### config.mk
export PLATFORM = sky130hd
export DESIGN_NAME = fetch_ctrl
export DESIGN_NICKNAME = d
export VERILOG_FILES = /design/src/rtl/wisc_fetch_pkg.sv /design/src/rtl/fetch_ctrl_pc_incr.sv /design/src/rtl/fetch_ctrl.sv
export SDC_FILE = /design/constraint.sdc
export NUM_CORES = 1
export LEC_CHECK = 0
export CORE_MARGIN = 5
export CORE_UTILIZATION = 32
export DETAILED_ROUTE_END_ITERATION = 10
export PLACE_DENSITY_LB_ADDON = 0.25
export SLEW_MARGIN = 10
export SYNTH_ARGS = -nofsm -noshare
export SYNTH_HDL_FRONTEND = slang
export SYNTH_SLANG_ARGS = --single-unit
export TNS_END_PERCENT = 5
### constraint.sdc
create_clock -name clk -period 2.2 [get_ports clk]
set_input_delay 0.33 -clock clk [delete_from_list [all_inputs] [get_ports clk]]
set_output_delay 0.33 -clock clk [all_outputs]
set_load 0.1 [all_outputs]
### src/rtl/wisc_fetch_pkg.sv
// Shared types and constants for the instruction-fetch stage.
package wisc_fetch_pkg;

  // Fetch controller states.
  typedef enum logic [1:0] {
    IDLE  = 2'd0,
    FETCH = 2'd1,
    WAIT  = 2'd2,
    HALT  = 2'd3
  } fetch_state_t;

  // Top nibble of the halt instruction.
  localparam logic [3:0] HLT_OPCODE = 4'hF;

  // Byte distance between sequential instructions.
  localparam int PC_INC = 2;

  // True when the upper opcode nibble matches the given halt opcode.
  function automatic logic is_halt_op(input logic [3:0] opcode, input logic [3:0] hlt_code);
    return opcode == hlt_code;
  endfunction

endpackage

### src/rtl/fetch_ctrl_pc_incr.sv
// Sequential-PC adder: pc + INC, wrapping modulo 2^ADDR_W without any carry flag.
module pc_incr
  import wisc_fetch_pkg::*;
#(
  parameter int ADDR_W = 16,
  parameter int INC    = PC_INC
) (
  input  logic [ADDR_W-1:0] pc,
  output logic [ADDR_W-1:0] pc_plus
);

  // Plain truncating add; the carry out of the top bit is simply dropped.
  always_comb begin
    pc_plus = pc + ADDR_W'(INC);
  end

endmodule

### src/rtl/fetch_ctrl.sv
// IF-stage fetch controller: drives the PC register D input and write-inhibit,
// issues instruction-memory requests, rides out multi-cycle misses, applies
// ID branch redirects and stops fetching when a HLT instruction is delivered.
module fetch_ctrl
  import wisc_fetch_pkg::*;
#(
  parameter int         ADDR_W     = 16,
  parameter int         INSTR_W    = 16,
  parameter int         PC_INC     = wisc_fetch_pkg::PC_INC,
  parameter logic [3:0] HLT_OPCODE = wisc_fetch_pkg::HLT_OPCODE
) (
  input  logic               clk,
  input  logic               rst_n,
  input  logic [ADDR_W-1:0]  pc_q,
  output logic [ADDR_W-1:0]  next_pc,
  output logic               pc_stall_en,
  output logic               imem_req,
  output logic [ADDR_W-1:0]  imem_addr,
  input  logic               imem_rvalid,
  input  logic [INSTR_W-1:0] imem_rdata,
  input  logic               id_stall,
  input  logic               flush,
  input  logic [ADDR_W-1:0]  branch_target,
  output logic [INSTR_W-1:0] if_instr,
  output logic [ADDR_W-1:0]  if_pc_plus2,
  output logic               if_valid,
  output logic               halted
);

  fetch_state_t      state_reg;
  fetch_state_t      state_next;
  logic              redir_pend_reg;
  logic              redir_pend_next;
  logic [ADDR_W-1:0] redir_pc_reg;
  logic [ADDR_W-1:0] redir_pc_next;
  logic [ADDR_W-1:0] pc_plus;
  logic              rdata_is_hlt;

  pc_incr #(
    .ADDR_W (ADDR_W),
    .INC    (PC_INC)
  ) u_pc_incr (
    .pc      (pc_q),
    .pc_plus (pc_plus)
  );

  // The address and instruction simply pass through; qualification is by imem_req / if_valid.
  assign imem_addr    = pc_q;
  assign if_instr     = imem_rdata;
  assign if_pc_plus2  = pc_plus;
  assign rdata_is_hlt = is_halt_op(imem_rdata[INSTR_W-1 -: 4], HLT_OPCODE);

  // State and pending-redirect registers; the memory shares rst_n, so any
  // in-flight response is dropped together with the pending redirect.
  always_ff @(posedge clk or negedge rst_n) begin
    if (!rst_n) begin
      state_reg      <= IDLE;
      redir_pend_reg <= 1'b0;
      redir_pc_reg   <= '0;
    end else begin
      state_reg      <= state_next;
      redir_pend_reg <= redir_pend_next;
      redir_pc_reg   <= redir_pc_next;
    end
  end

  // Next-state and output decode. Default is "PC held, nothing delivered".
  always_comb begin
    state_next      = state_reg;
    redir_pend_next = redir_pend_reg;
    redir_pc_next   = redir_pc_reg;
    next_pc         = pc_q;
    pc_stall_en     = 1'b1;
    imem_req        = 1'b0;
    if_valid        = 1'b0;
    halted          = 1'b0;

    case (state_reg)
      IDLE: begin
        state_next = FETCH;
      end

      // FETCH and WAIT share one decode: in FETCH no redirect can be pending,
      // so the redir_pend term only ever matters once a miss is outstanding.
      FETCH, WAIT: begin
        imem_req = 1'b1;
        if (imem_rvalid) begin
          if (flush || redir_pend_reg) begin
            // Returned word belongs to the squashed path: drop it and redirect.
            next_pc         = flush ? branch_target : redir_pc_reg;
            pc_stall_en     = 1'b0;
            redir_pend_next = 1'b0;
            state_next      = FETCH;
          end else if (id_stall) begin
            // IF/ID cannot take the word; hold the PC and ask again.
            state_next = FETCH;
          end else begin
            if_valid = 1'b1;
            next_pc  = pc_plus;
            if (rdata_is_hlt) begin
              // Leave the PC pointing at the HLT itself.
              state_next = HALT;
            end else begin
              pc_stall_en = 1'b0;
              state_next  = FETCH;
            end
          end
        end else begin
          // Miss (or still waiting): hold the address until the single
          // outstanding request completes; remember the newest redirect.
          state_next = WAIT;
          if (flush) begin
            redir_pend_next = 1'b1;
            redir_pc_next   = branch_target;
          end
        end
      end

      HALT: begin
        halted = 1'b1;
        if (flush) begin
          // The HLT was on a mispredicted path; resume at the branch target.
          next_pc     = branch_target;
          pc_stall_en = 1'b0;
          state_next  = FETCH;
        end
      end

      default: begin
        state_next = IDLE;
      end
    endcase
  end

endmodule

==> flow_summary.yaml <==
critical_path:
  worst-path-buf-inv: 3
  crit_path_cell_trace: "inv_2 > ha_4 > and2_4 > buf_6 > a32oi_1 > o31a_1 > nor2_1 > a22o_1 > buf_12"
  r2r_slack_ns: 0.32
  path_delay_family: "compound AO/OA/AOI/OAI gates"
  startpoint_type: "register"
  crit_path_end_kind: "primary output"
  required_ns: 1.87
  crit_arrival_ns: 2.10
  cp_max_fo: 4
  critical-path-max-stage-delay_ns: 0.40
  critical_path.slowest_cell: "dfrtp_1"
  worst-setup-path-type: "register to primary output"
floorplanning:
  start_util: 0.3266
  ios: 121
  die_y_um: 95.81
  dieArea_um2: 9179
  fp.dieW_um: 95.81
  placementRows: 31
  coreArea_um2: 7214
status:
  outcome: "complete, but fails checks"
  violations: "negative setup slack"
layout:
  multi_input_area_um2: 1897
  largest_reg_flops: 16
  nNetsFinal: 500
  post_layout_nonfiller_instances: 542
  layout-drive-gt1-share: 0.5440
  n_fill_cell: 531
  syn2layout_area_growth_pct: 109.1
  regArea_um2: 476.7
  antennaDiodeCount: 0
  final_util: 0.6830
logic_synthesis:
  syn_nets: 352
  syn_inst: 296
  yosysWarningCount: 0
  synth_edf_count: 0
  yosysSeqAreaShare: 0.2018
  synth-seq-cells: 19
  ys.flop_type: "dfrtp_1"
  avgSynthCellArea_um2: 7.959
  async_flop_share: 1.000
  synth.cell_area_um2: 2356
  yosysUniqueCellTypes: 57
drt:
  route.detailed.drc: 0
  drtIter0Drc: 126
  dr.pass1.iters: 4
  routedWlPerCell_um: 18.27
  drt_wl_total_um: 9901
  routed_via_density: 5.336
  ant_nets: 0
  via_count: 2892
global_route:
  use_met1: 0.2587
  grt_pass1_vias: 3137
  busiest_layer: "met2"
  track_usage: 0.2189
  grt_max_degree: 20
  met3_usage: 0.04144
  grt_util_met2: 0.3874
  antenna_found_initial: 0
  grt_pass1_wl_um: 15600
  grt_overflow_total: 0
clock_network:
  cts.sinks: 19
  insertion_delay_ns: 0.27
  hold_buffers: 0
  cts_buffer_depth: 2
  ctsRootBufferMaster: "clkbuf_8"
  path_clk_slew_ns: 0.08
  cts_tree: "built"
  numCtsBuffers: 3
  h-tree-depth: 1
placed_design:
  gp_congestion: 0.8754
  place_inst: 529
  dp_hpwl_um: 7769
  io_buffer_count: 96
timing:
  final_hold_viol_count: 0
  tightestPinTransition_ns: 0.5382
  finalSetupTns_ns: -1.907
  finalMaxSlewViolations: 0
  setup_violations: 18
  layout_setup_ws_ns: -0.2278
  relSlewSlack: 0.6412
  fmax_ghz: 0.4119
  grt_setup_unrepaired: "true"
  fin_crit_ns: 2.428
  fin_crit_sh: 1.104
  finalClockSkew_ns: 0.005140
pwr:
  ir_drop_mv: 1.900
  p_per_area_nw_per_um2: 1352
  p_total_uw: 6663
  leakage_uw: 0.002109
hold_path:
  hp-class: "input pin to async pin"
job:
  drv_cap: 0
-- worst paths after layout --
| check | startpoint | endpoint | cells past startpoint |
|---|---|---|---|
| setup / recovery | state_reg[0] | next_pc[11] | 9 |
| hold / removal | rst_n | redir_pc_reg[10] | 2 |
| setup reg to reg | state_reg[0] | redir_pc_reg[0] | 7 |
| hold reg to reg | redir_pc_reg[14] | redir_pc_reg[14] | 1 |
| max in group asynchronous | rst_n | redir_pend_reg | 2 |
| min in group clk | redir_pc_reg[14] | redir_pc_reg[14] | 1 |
-- kinds of logic after synthesis --
group / count (synthesis) / synth area share
compound gates: 87 / 0.2661
fa+ha+maj: 3 / 0.01593
simple gates: 83 / 0.1907
xor+xnor: 16 / 0.06267
flops: 19 / 0.2018
mux: 19 / 0.09081
buf+inv: 69 / 0.1721
-- final cells by class --
type / count / share of cell area
timing repair buffer: 198 / 0.4733
sequential: 19 / 0.09675
inverter: 14 / 0.01067
tap: 99 / 0.02514
clock buffer: 4 / 0.009142
multi-input combinational: 208 / 0.3850
-- placed cells by master, fill, tap and decap left out, drive strengths merged, types with 7 or more instances in the layout --
cell	netlist	layout
a21oi	11	11
buf	46	158
clkdlybuf4s50	0	25
dfrtp	19	19
inv	13	13
mux2	19	19
nand2	22	22
nand3	10	10
nor2	21	21
nor3	7	7
o21ai	19	19
xnor2	12	12
-- repair_timing --
action	CTS	global route
setup endpoints to repair	27	24
gates resized for setup	47	23
pin swaps	12	10
hold endpoints to repair	0	0
buffers inserted	7	1
gates cloned	1	0
-- power breakdown --
part	switching [uW]	leakage [uW]	internal [uW]
combinational	3480	0.00186	2280
sequential	105	0.000223	528
clock	138	0.0000228	130
total	3730	0.00211	2940
-- metal layers --
metal / part of all wire / wire length (um)
met1: 0.39 / 3850
met2: 0.51 / 5016
met3: 0.076 / 749
met4: 0.029 / 284
met5: 0 / 0
-- stage by stage --
step           hold WS, ns  instance area (um^2)  setup slack [ns]
6_report            0.4054                  4927           -0.2278
5_1_grt             0.4270                  4927           -0.2940
4_1_cts             0.4141                  4842           -0.2265
3_5_place_dp        0.4892                  4618           -0.3941
3_3_place_gp        0.4850                  4618           -0.3677
2_1_floorplan      0.03441                  2626           -0.5757
-- Yosys cell counts (3+ instances only) --
cell type	count	share of area
nand3_1	9	0.019
nand2b_1	5	0.013
a32oi_1	4	0.015
o31ai_1	5	0.016
a221o_1	5	0.021
a22oi_1	5	0.016
xor2_1	4	0.015
nor3_1	7	0.015
o22ai_1	6	0.016
a221oi_1	4	0.015
clkbuf_1	8	0.013
o221ai_1	3	0.011
mux2_2	19	0.091
xnor2_1	11	0.041
nand2_1	22	0.035
dfrtp_1	19	0.20
buf_4	35	0.11
nor2_1	21	0.033
a22o_1	5	0.019
nor2b_1	4	0.011
o21ai_0	18	0.038
ha_1	3	0.016
a21oi_1	11	0.023
buf_2	11	0.023
inv_1	13	0.021
Note: power is estimated with default switching activity, not from simulation.
